**src/rtl/pin_debouncer_pkg.sv**
```systemverilog
// Shared types and constants for the pin debouncer: per-channel FSM state
// encoding, counter width and the lower bound on the stability window.
package pin_debouncer_pkg;

  typedef enum logic [1:0] {
    STABLE_LO = 2'b00,
    CHK_HI    = 2'b01,
    STABLE_HI = 2'b10,
    CHK_LO    = 2'b11
  } db_state_e;

  localparam int unsigned CNT_W             = 16;
  localparam int unsigned STABLE_CYCLES_MIN = 2;

endpackage

```
**src/rtl/pin_debouncer_if.sv**
```systemverilog
// Pin-side and interrupt-side signals of the debouncer, grouped as one bundle.
interface pin_debouncer_if #(
  parameter int unsigned WIDTH = 2
);
  logic [WIDTH-1:0] io_pins_raw;
  logic [WIDTH-1:0] io_pins_clean;
  logic [WIDTH-1:0] io_rise;
  logic [WIDTH-1:0] io_fall;
  logic [WIDTH-1:0] io_riseEnable;
  logic [WIDTH-1:0] io_fallEnable;
  logic [WIDTH-1:0] io_irqClear;
  logic [WIDTH-1:0] io_irqPending;
  logic             io_irq;

  modport master (
    output io_pins_raw, io_riseEnable, io_fallEnable, io_irqClear,
    input  io_pins_clean, io_rise, io_fall, io_irqPending, io_irq
  );

  modport slave (
    input  io_pins_raw, io_riseEnable, io_fallEnable, io_irqClear,
    output io_pins_clean, io_rise, io_fall, io_irqPending, io_irq
  );
endinterface

```
**src/rtl/pin_debouncer_channel.sv**
```systemverilog
// One debounced input: two-flop synchronizer, accept/reject FSM with a
// saturating stability counter, one-cycle edge pulses and a sticky IRQ flag.
module debounce_channel
  import pin_debouncer_pkg::*;
#(
  parameter int unsigned STABLE_CYCLES = 50000,
  parameter logic        RESET_BIT     = 1'b0
) (
  input  logic clk_i,
  input  logic rst_ni,
  input  logic raw_i,
  input  logic rise_en_i,
  input  logic fall_en_i,
  input  logic clr_i,
  output logic clean_o,
  output logic rise_o,
  output logic fall_o,
  output logic pend_o
);

  localparam int unsigned WINDOW =
    (STABLE_CYCLES < STABLE_CYCLES_MIN) ? STABLE_CYCLES_MIN : STABLE_CYCLES;
  localparam logic [CNT_W-1:0] LAST = CNT_W'(WINDOW - 1);
  localparam db_state_e RESET_STATE = RESET_BIT ? STABLE_HI : STABLE_LO;

  logic           sync1_q, sync2_q;
  db_state_e      state_q;
  logic [CNT_W-1:0] cnt_q;
  logic           clean_q, rise_q, fall_q;
  logic           pend_q, pend_d;

  always_ff @(posedge clk_i or negedge rst_ni) begin
    if (!rst_ni) begin
      sync1_q <= RESET_BIT;
      sync2_q <= RESET_BIT;
    end else begin
      sync1_q <= raw_i;
      sync2_q <= sync1_q;
    end
  end

  // clean and the edge pulses are registered alongside the state so the
  // pulse lands on the same edge as the clean transition.
  always_ff @(posedge clk_i or negedge rst_ni) begin
    if (!rst_ni) begin
      state_q <= RESET_STATE;
      cnt_q   <= '0;
      clean_q <= RESET_BIT;
      rise_q  <= 1'b0;
      fall_q  <= 1'b0;
    end else begin
      rise_q <= 1'b0;
      fall_q <= 1'b0;
      case (state_q)
        STABLE_LO: begin
          if (sync2_q) begin
            state_q <= CHK_HI;
            cnt_q   <= CNT_W'(1);
          end else begin
            cnt_q <= '0;
          end
        end
        CHK_HI: begin
          if (!sync2_q) begin
            state_q <= STABLE_LO;
            cnt_q   <= '0;
          end else if (cnt_q == LAST) begin
            state_q <= STABLE_HI;
            cnt_q   <= '0;
            clean_q <= 1'b1;
            rise_q  <= 1'b1;
          end else begin
            cnt_q <= cnt_q + 1'b1;
          end
        end
        STABLE_HI: begin
          if (!sync2_q) begin
            state_q <= CHK_LO;
            cnt_q   <= CNT_W'(1);
          end else begin
            cnt_q <= '0;
          end
        end
        CHK_LO: begin
          if (sync2_q) begin
            state_q <= STABLE_HI;
            cnt_q   <= '0;
          end else if (cnt_q == LAST) begin
            state_q <= STABLE_LO;
            cnt_q   <= '0;
            clean_q <= 1'b0;
            fall_q  <= 1'b1;
          end else begin
            cnt_q <= cnt_q + 1'b1;
          end
        end
        default: begin
          state_q <= RESET_STATE;
          cnt_q   <= '0;
          clean_q <= RESET_BIT;
        end
      endcase
    end
  end

  // A new qualifying edge outranks a clear arriving on the same cycle.
  always_comb begin
    pend_d = (rise_q & rise_en_i) | (fall_q & fall_en_i) | (pend_q & ~clr_i);
  end

  always_ff @(posedge clk_i or negedge rst_ni) begin
    if (!rst_ni) pend_q <= 1'b0;
    else         pend_q <= pend_d;
  end

  assign clean_o = clean_q;
  assign rise_o  = rise_q;
  assign fall_o  = fall_q;
  assign pend_o  = pend_q;

endmodule

```
**src/rtl/pin_debouncer.sv**
```systemverilog
// Multi-channel pin debouncer: WIDTH independent debounce channels plus a
// combined interrupt line.
module pin_debouncer
  import pin_debouncer_pkg::*;
#(
  parameter int unsigned      WIDTH         = 2,
  parameter int unsigned      STABLE_CYCLES = 50000,
  parameter logic [WIDTH-1:0] RESET_LEVEL   = '0
) (
  input  logic             io_mainClk,
  input  logic             io_asyncResetn,
  pin_debouncer_if.slave   bus
);

  for (genvar i = 0; i < WIDTH; i++) begin : g_ch
    debounce_channel #(
      .STABLE_CYCLES (STABLE_CYCLES),
      .RESET_BIT     (RESET_LEVEL[i])
    ) u_ch (
      .clk_i     (io_mainClk),
      .rst_ni    (io_asyncResetn),
      .raw_i     (bus.io_pins_raw[i]),
      .rise_en_i (bus.io_riseEnable[i]),
      .fall_en_i (bus.io_fallEnable[i]),
      .clr_i     (bus.io_irqClear[i]),
      .clean_o   (bus.io_pins_clean[i]),
      .rise_o    (bus.io_rise[i]),
      .fall_o    (bus.io_fall[i]),
      .pend_o    (bus.io_irqPending[i])
    );
  end

  assign bus.io_irq = |bus.io_irqPending;

endmodule
```
**src/flat_wrapper.sv**
```systemverilog
// flat-port wrapper written by rule: the top's interface ports become plain ports
module pin_debouncer_flat import pin_debouncer_pkg::*;
#(
  parameter int unsigned      WIDTH         = 2,
  parameter int unsigned      STABLE_CYCLES = 50000,
  parameter logic [WIDTH-1:0] RESET_LEVEL   = '0
)
  (io_mainClk, io_asyncResetn, bus_io_pins_raw, bus_io_riseEnable, bus_io_fallEnable, bus_io_irqClear, bus_io_pins_clean, bus_io_rise, bus_io_fall, bus_io_irqPending, bus_io_irq);
  pin_debouncer_if #(.WIDTH(WIDTH)) bus_i ();
  input  logic io_mainClk;
  input  logic io_asyncResetn;
  input wire logic [$bits(bus_i.io_pins_raw)-1:0] bus_io_pins_raw;
  input wire logic [$bits(bus_i.io_riseEnable)-1:0] bus_io_riseEnable;
  input wire logic [$bits(bus_i.io_fallEnable)-1:0] bus_io_fallEnable;
  input wire logic [$bits(bus_i.io_irqClear)-1:0] bus_io_irqClear;
  output wire logic [$bits(bus_i.io_pins_clean)-1:0] bus_io_pins_clean;
  output wire logic [$bits(bus_i.io_rise)-1:0] bus_io_rise;
  output wire logic [$bits(bus_i.io_fall)-1:0] bus_io_fall;
  output wire logic [$bits(bus_i.io_irqPending)-1:0] bus_io_irqPending;
  output wire logic [$bits(bus_i.io_irq)-1:0] bus_io_irq;
  assign bus_i.io_pins_raw = bus_io_pins_raw;
  assign bus_i.io_riseEnable = bus_io_riseEnable;
  assign bus_i.io_fallEnable = bus_io_fallEnable;
  assign bus_i.io_irqClear = bus_io_irqClear;
  assign bus_io_pins_clean = bus_i.io_pins_clean;
  assign bus_io_rise = bus_i.io_rise;
  assign bus_io_fall = bus_i.io_fall;
  assign bus_io_irqPending = bus_i.io_irqPending;
  assign bus_io_irq = bus_i.io_irq;
  pin_debouncer #(.WIDTH(WIDTH), .STABLE_CYCLES(STABLE_CYCLES), .RESET_LEVEL(RESET_LEVEL)) u_core (.io_mainClk(io_mainClk), .io_asyncResetn(io_asyncResetn), .bus(bus_i));
endmodule
```
**config.mk**
```make
export PLATFORM = sky130hd
export DESIGN_NAME = pin_debouncer_flat
export DESIGN_NICKNAME = d
export VERILOG_FILES = /design/src/rtl/pin_debouncer_pkg.sv /design/src/rtl/pin_debouncer_if.sv /design/src/rtl/pin_debouncer_channel.sv /design/src/rtl/pin_debouncer.sv /design/src/flat_wrapper.sv
export SDC_FILE = /design/constraint.sdc
export NUM_CORES = 1
export LEC_CHECK = 0
export ABC_AREA = 0
export BUFFER_PORTS_ARGS = -buffer_cell sky130_fd_sc_hd__buf_4
export CORE_ASPECT_RATIO = 0.75
export CORE_MARGIN = 2
export CORE_UTILIZATION = 25
export CTS_CLUSTER_SIZE = 16
export DETAILED_ROUTE_END_ITERATION = 8
export PLACE_DENSITY = 0.52
export SETUP_SLACK_MARGIN = 0.2
export SLEW_MARGIN = 10
export SYNTH_ARGS = -nofsm -noshare
export SYNTH_HDL_FRONTEND = slang
export SYNTH_SLANG_ARGS = --single-unit
```
**constraint.sdc**
```tcl
create_clock -name io_mainClk -period 2.9 [get_ports io_mainClk]
set_clock_uncertainty 0.05 [all_clocks]
set_input_delay 0.58 -clock io_mainClk [delete_from_list [all_inputs] [get_ports io_mainClk]]
set_output_delay 0.58 -clock io_mainClk [all_outputs]
set_load 0.03 [all_outputs]
```
After elaboration in Yosys (flattened, before gate mapping)
Index checks and enable logic that the tools add are counted.

word-level totals
  logic and storage cells = 109
  bits in registers = 48

operators by class
  add/sub/neg operators = 2
  bitwise operators = 12
  multiplexer cells = 46
  reductions and logical operators = 9
  equal/unequal tests = 24

operators by type and width
  cell                                                              number
  16-bit one-hot mux with 4 select lines                            2
  16-bit 2-to-1 mux                                                 6
  16-bit by 1-bit adder with 16-bit output (second input constant)  2
  16-bit == test (second input constant)                            2
  2-bit 2-to-1 mux                                                  12
  2-bit inequality test (second input constant)                     12
  1-bit 2-to-1 mux                                                  22
  2-bit one-hot mux with 4 select lines                             2
  3-bit inequality test (second input constant)                     4
  5-bit AND reduction                                               2
  2-bit == test (second input constant)                             4
  4-bit AND reduction                                               2
  1-bit bitwise AND                                                 6
  2-bit by 1-bit == test with 1-bit output (second input constant)  2
  2-bit zero test                                                   2
  1-bit bitwise OR                                                  4
  1-bit one-hot mux with 2 select lines                             2
  2-bit nonzero test                                                2
  1-bit NOT                                                         2
  2-bit OR reduction                                                1

Longest topological paths before layout
  depth after elaboration = 4
  depth in mapped cells = 6
  mapped depth without buffers = 5

Hierarchy
From an unflattened synthesis, not the netlist that was laid out.

unflattened totals
  cells, all modules = 211
  area, all modules = 2188.3 um^2

modules (own cells, without submodules)
  module                                  area each (um^2)  cells each  sequential area each (um^2)  instances
  debounce_channel (u_core.g_ch[1].u_ch)  1092.3            105         600.6                        1
  debounce_channel (u_core.g_ch[0].u_ch)  1089.8            105         600.6                        1
  pin_debouncer                           6.3               1           0.0                          1

Worst setup path before layout
No wires, ideal clock.

  kind = flip-flop to flip-flop
  start = register u_core.g_ch[0].u_ch.cnt_q[13]
  end = register u_core.g_ch[0].u_ch.clean_q
  cell stages (with the launch flop) = 5
  path slack = 0.891 ns
  clock period less this slack = 2.009 ns
  library setup time = 0.124 ns
  arrival = 1.835 ns
  buffers on the path = 1
  cells stage by stage = dfrtp_1 > or4_1 > or4_1 > buf_2 > a211o_1

on the way
  word-level cells in the longest chain between the ends = 3

RTL lines
  what                             RTL line                                                  RTL
  start: declaration               pin_debouncer_channel.sv:28                               logic [CNT_W-1:0] cnt_q;
  start signal: assignment         pin_debouncer_channel.sv:73                               cnt_q <= cnt_q + 1'b1;
  start signal: assignment         pin_debouncer_channel.sv:94                               cnt_q <= cnt_q + 1'b1;
  16-bit == test *                 pin_debouncer_channel.sv:67, pin_debouncer_channel.sv:88
  2-bit inequality test (no line)  --
  5-bit AND reduction (no line) *  --
  end signal: assignment           pin_debouncer_channel.sv:70                               clean_q <= 1'b1;
  end signal: assignment           pin_debouncer_channel.sv:91                               clean_q <= 1'b0;
  end signal: assignment           pin_debouncer_channel.sv:100                              clean_q <= RESET_BIT;
  end: declaration                 pin_debouncer_channel.sv:29                               logic clean_q, rise_q, fall_q;

Mark *: on every way between the ends. The rest lies on a longest branch, timed or not.
A chain may end at the register's enable or synchronous reset.

Worst setup path in the final report
  start = register u_core.g_ch[0].u_ch.cnt_q[7]
  end = register u_core.g_ch[0].u_ch.clean_q

Same word-level chain as after synthesis.

==> results.sh <==
export IMPL_place_gp_congestion=0.758
export IMPL_grt_util_met2_pct=12.4
export IMPL_rsz0062_at_grt="no"
export IMPL_syn2layout_area_growth_pct=15.3
export IMPL_drc_errors=0
export IMPL_via_per_inst=4.47
export IMPL_ys_async_sr_fraction_pct=100
export IMPL_ys_seq_area_share_pct=53.2
export IMPL_hold_buffers=0
export IMPL_hold_viol_final=0
export IMPL_run_status="completed"
export IMPL_htreeDepth=2
export IMPL_portBuffers=18
export IMPL_crit_required_ps=3020
export IMPL_period_share_pct=72.8
export IMPL_die_y_um=86.3
export IMPL_io_pins=19
export IMPL_start_util_pct=25.3
export IMPL_routed_wirelength_um=4110
export IMPL_max_cap_violations=0
export IMPL_cts_reportedPaths_clkPinSlew_ps=60
export IMPL_ys_flop_type="dfrtp_1"
export IMPL_maxSlewHeadroom_pct=60.7
export IMPL_start_kind="flip-flop"
export IMPL_grt_max_degree=49
export IMPL_slew_violations=0
export IMPL_reg2regPathDepth=3
export IMPL_ys_warnings_count=0
export IMPL_final_antenna_net_count=0
export IMPL_netlist_instances=218
export IMPL_cp_arrival_ps=2240
export IMPL_setup_viol_count_final=0
export IMPL_die_area_um2=9820
export IMPL_antenna_found_initial=0
export IMPL_grt_pass1_wl_um=7170
export IMPL_utilization_pct=29.2
export IMPL_syn_mean_instance_area_um2=10.4
export IMPL_routedWlPerCell_um=11.9
export IMPL_timing_rr_start="u_core.g_ch[0].u_ch.cnt_q[7]"
export IMPL_tns_ps=0
export IMPL_critPathCaptureType="flip-flop"
export IMPL_grt_pass1_vias=1450
export IMPL_rr_endpoint="u_core.g_ch[0].u_ch.clean_o"
export IMPL_synth_distinct_cells=34
export IMPL_synth_most_common_cell="dfrtp_1"
export IMPL_drt_pass1_iterations=4
export IMPL_insertion_delay_ps=290
export IMPL_overflow=0
export IMPL_tightest_slew_ps=590
export IMPL_synth_nets=230
export IMPL_drtIter0Drc=94
export IMPL_die_w_um=114
export IMPL_synth_seq_cells=48
export IMPL_post_cts_buffers=0
export IMPL_yosysTopAreaCellShare_pct=53.2
export IMPL_placementRows=30
export IMPL_period_minus_slack_ps=2110
export IMPL_worstPathMaxFanout=6
export IMPL_synth_cell_area_um2=2260
export IMPL_cts_tree="yes"
export IMPL_diodes=0
export IMPL_cts_sinks=48
export IMPL_fmaxAchievable_mhz=474
export IMPL_hold_class="input pin to asynchronous set/reset pin"
export IMPL_yosysTopAreaCell="dfrtp_1"
export IMPL_fillCellCount=934
export IMPL_r2r_slack_ps=790
export IMPL_drive_gt1_share_pct=14.7
export IMPL_core_um2=8930
export IMPL_cts_resized=0
export IMPL_critPathKind="flip-flop to flip-flop"
export IMPL_peakVddDrop_uv=204
export IMPL_dr_total_vias=1538
export IMPL_top_usage_layer="met1"
export IMPL_met3_usage_pct=2.10
export IMPL_synth_area_top_cells="dfrtp_1 (53%), xnor2_1 (8.5%), nor2_1 (5.3%)"
export IMPL_synth_edf_count=0
export IMPL_numCtsBuffers=5
export IMPL_cts_max_path_buffers=2
export IMPL_grtUsageTotal_pct=9.16
export IMPL_clockRootBuffer="clkbuf_16"
export IMPL_yosys_top_cells_count="dfrtp_1 (48), nor2_1 (32), xnor2_1 (22)"
export IMPL_dp_hpwl_um=2740
export IMPL_power_leakage_nw=1.05
export IMPL_p_per_area_nw_per_um2=509
export IMPL_fin_nets=243
export IMPL_grt_util_met1_pct=13.9
==> sequential cells by signal (all words and copies together), names as in the netlist, named ones only <==
register                  count
u_core.g_ch.u_ch.clean_o      2
u_core.g_ch.u_ch.cnt_q       32
u_core.g_ch.u_ch.fall_o       2
u_core.g_ch.u_ch.pend_o       2
u_core.g_ch.u_ch.rise_o       2
u_core.g_ch.u_ch.state_q      2
u_core.g_ch.u_ch.sync1_q      2
u_core.g_ch.u_ch.sync2_q      2
==> metal layers <==
metal / up-vias / wire (um)
met2: 34 / 1610
met4: 0 / 70
met3: 5 / 175
met1: 726 / 2250
met5: - / 0
li1: 773 / -
==> worst max path at each step <==
stage | startpoint | endpoint | slack [ps] | cells after the start
finish | u_core.g_ch[0].u_ch.cnt_q[7] | u_core.g_ch[0].u_ch.clean_o | 790 | 3
global route | u_core.g_ch[0].u_ch.cnt_q[13] | u_core.g_ch[0].u_ch.clean_o | 700 | 3
CTS | u_core.g_ch[0].u_ch.cnt_q[7] | u_core.g_ch[0].u_ch.clean_o | 790 | 3
detailed placement | u_core.g_ch[0].u_ch.cnt_q[13] | u_core.g_ch[0].u_ch.clean_o | 800 | 3
global placement | u_core.g_ch[0].u_ch.cnt_q[12] | u_core.g_ch[0].u_ch.clean_o | 830 | 3
floorplan | u_core.g_ch[0].u_ch.cnt_q[13] | u_core.g_ch[0].u_ch.clean_o | 890 | 4
==> power breakdown <==
group / total [W] / internal, W / leakage [nW] / switching (W)
Clock: 0.000591 / 0.000343 / 0.0691 / 0.000249
Combinational: 0.0000447 / 0.0000161 / 0.333 / 0.0000286
Sequential: 0.000689 / 0.000678 / 0.652 / 0.0000112
==> logic make-up (layout without fill, tap and decap cells) <==
kind of cell	after synthesis	count (layout)	synth area share, %
AO/OA/AOI/OAI	15	15	4.54
AND/OR/NAND/NOR	100	100	23.9
flip-flops	48	48	53.2
adder cells (fa/ha/maj)	2	2	1.11
multiplexers	1	1	0.498
buffers and inverters	23	37	5.54
XOR/XNOR	29	29	11.2
==> through the flow <==
stage / setup WS (ps) / instances / total power [W] / cell area, um2 / hold slack, ps
finish: 789 / 344 / 0.00133 / 2610 / 251
global route: 698 / 344 / 0.00138 / 2610 / 301
CTS: 794 / 344 / 0.00134 / 2610 / 282
detailed placement: 803 / 336 / 0.000748 / 2450 / 286
global placement: 829 / 336 / 0.000748 / 2450 / 282
floorplan: 891 / 218 / 0.000720 / 2260 / 234
==> placed cells by master (no fill, tap or decap), drive strengths merged <==
| master | count |
|---|---|
| clkbuf | 6 |
| nand4b | 1 |
| and2 | 2 |
| a22oi | 2 |
| ha | 2 |
| o31ai | 1 |
| and4 | 1 |
| a211o | 2 |
| xnor2 | 22 |
| dfrtp | 48 |
| o21ai | 3 |
| clkinvlp | 2 |
| a21oi | 1 |
| buf | 18 |
| or2 | 1 |
| nand3 | 11 |
| nand2 | 11 |
| nor3b | 2 |
| nor2 | 32 |
| o22ai | 2 |
| a21boi | 2 |
| inv | 11 |
| or4b | 3 |
| nor4 | 7 |
| nor3 | 12 |
| xor2 | 7 |
| or4 | 6 |
| nand4 | 11 |
| a21o | 2 |
| mux2 | 1 |
==> worst max-delay path, stage by stage, from the launching register on <==
cell,delay (ps)
dfrtp_1,420
or4b_1,560
or4_1,640
a211o_1,330
==> area by class of cell <==
type / count / area (um2) / share of cell area (%)
sequential: 48 / 1200 / 46.1
multi-input combinational: 147 / 933 / 35.8
tap: 112 / 140 / 5.38
clock buffer: 6 / 139 / 5.33
timing repair buffer: 18 / 135 / 5.19
inverter: 11 / 41.3 / 1.59
clock inverter: 2 / 15.0 / 0.576
No activity file was read; power rests on OpenSTA's default activity.
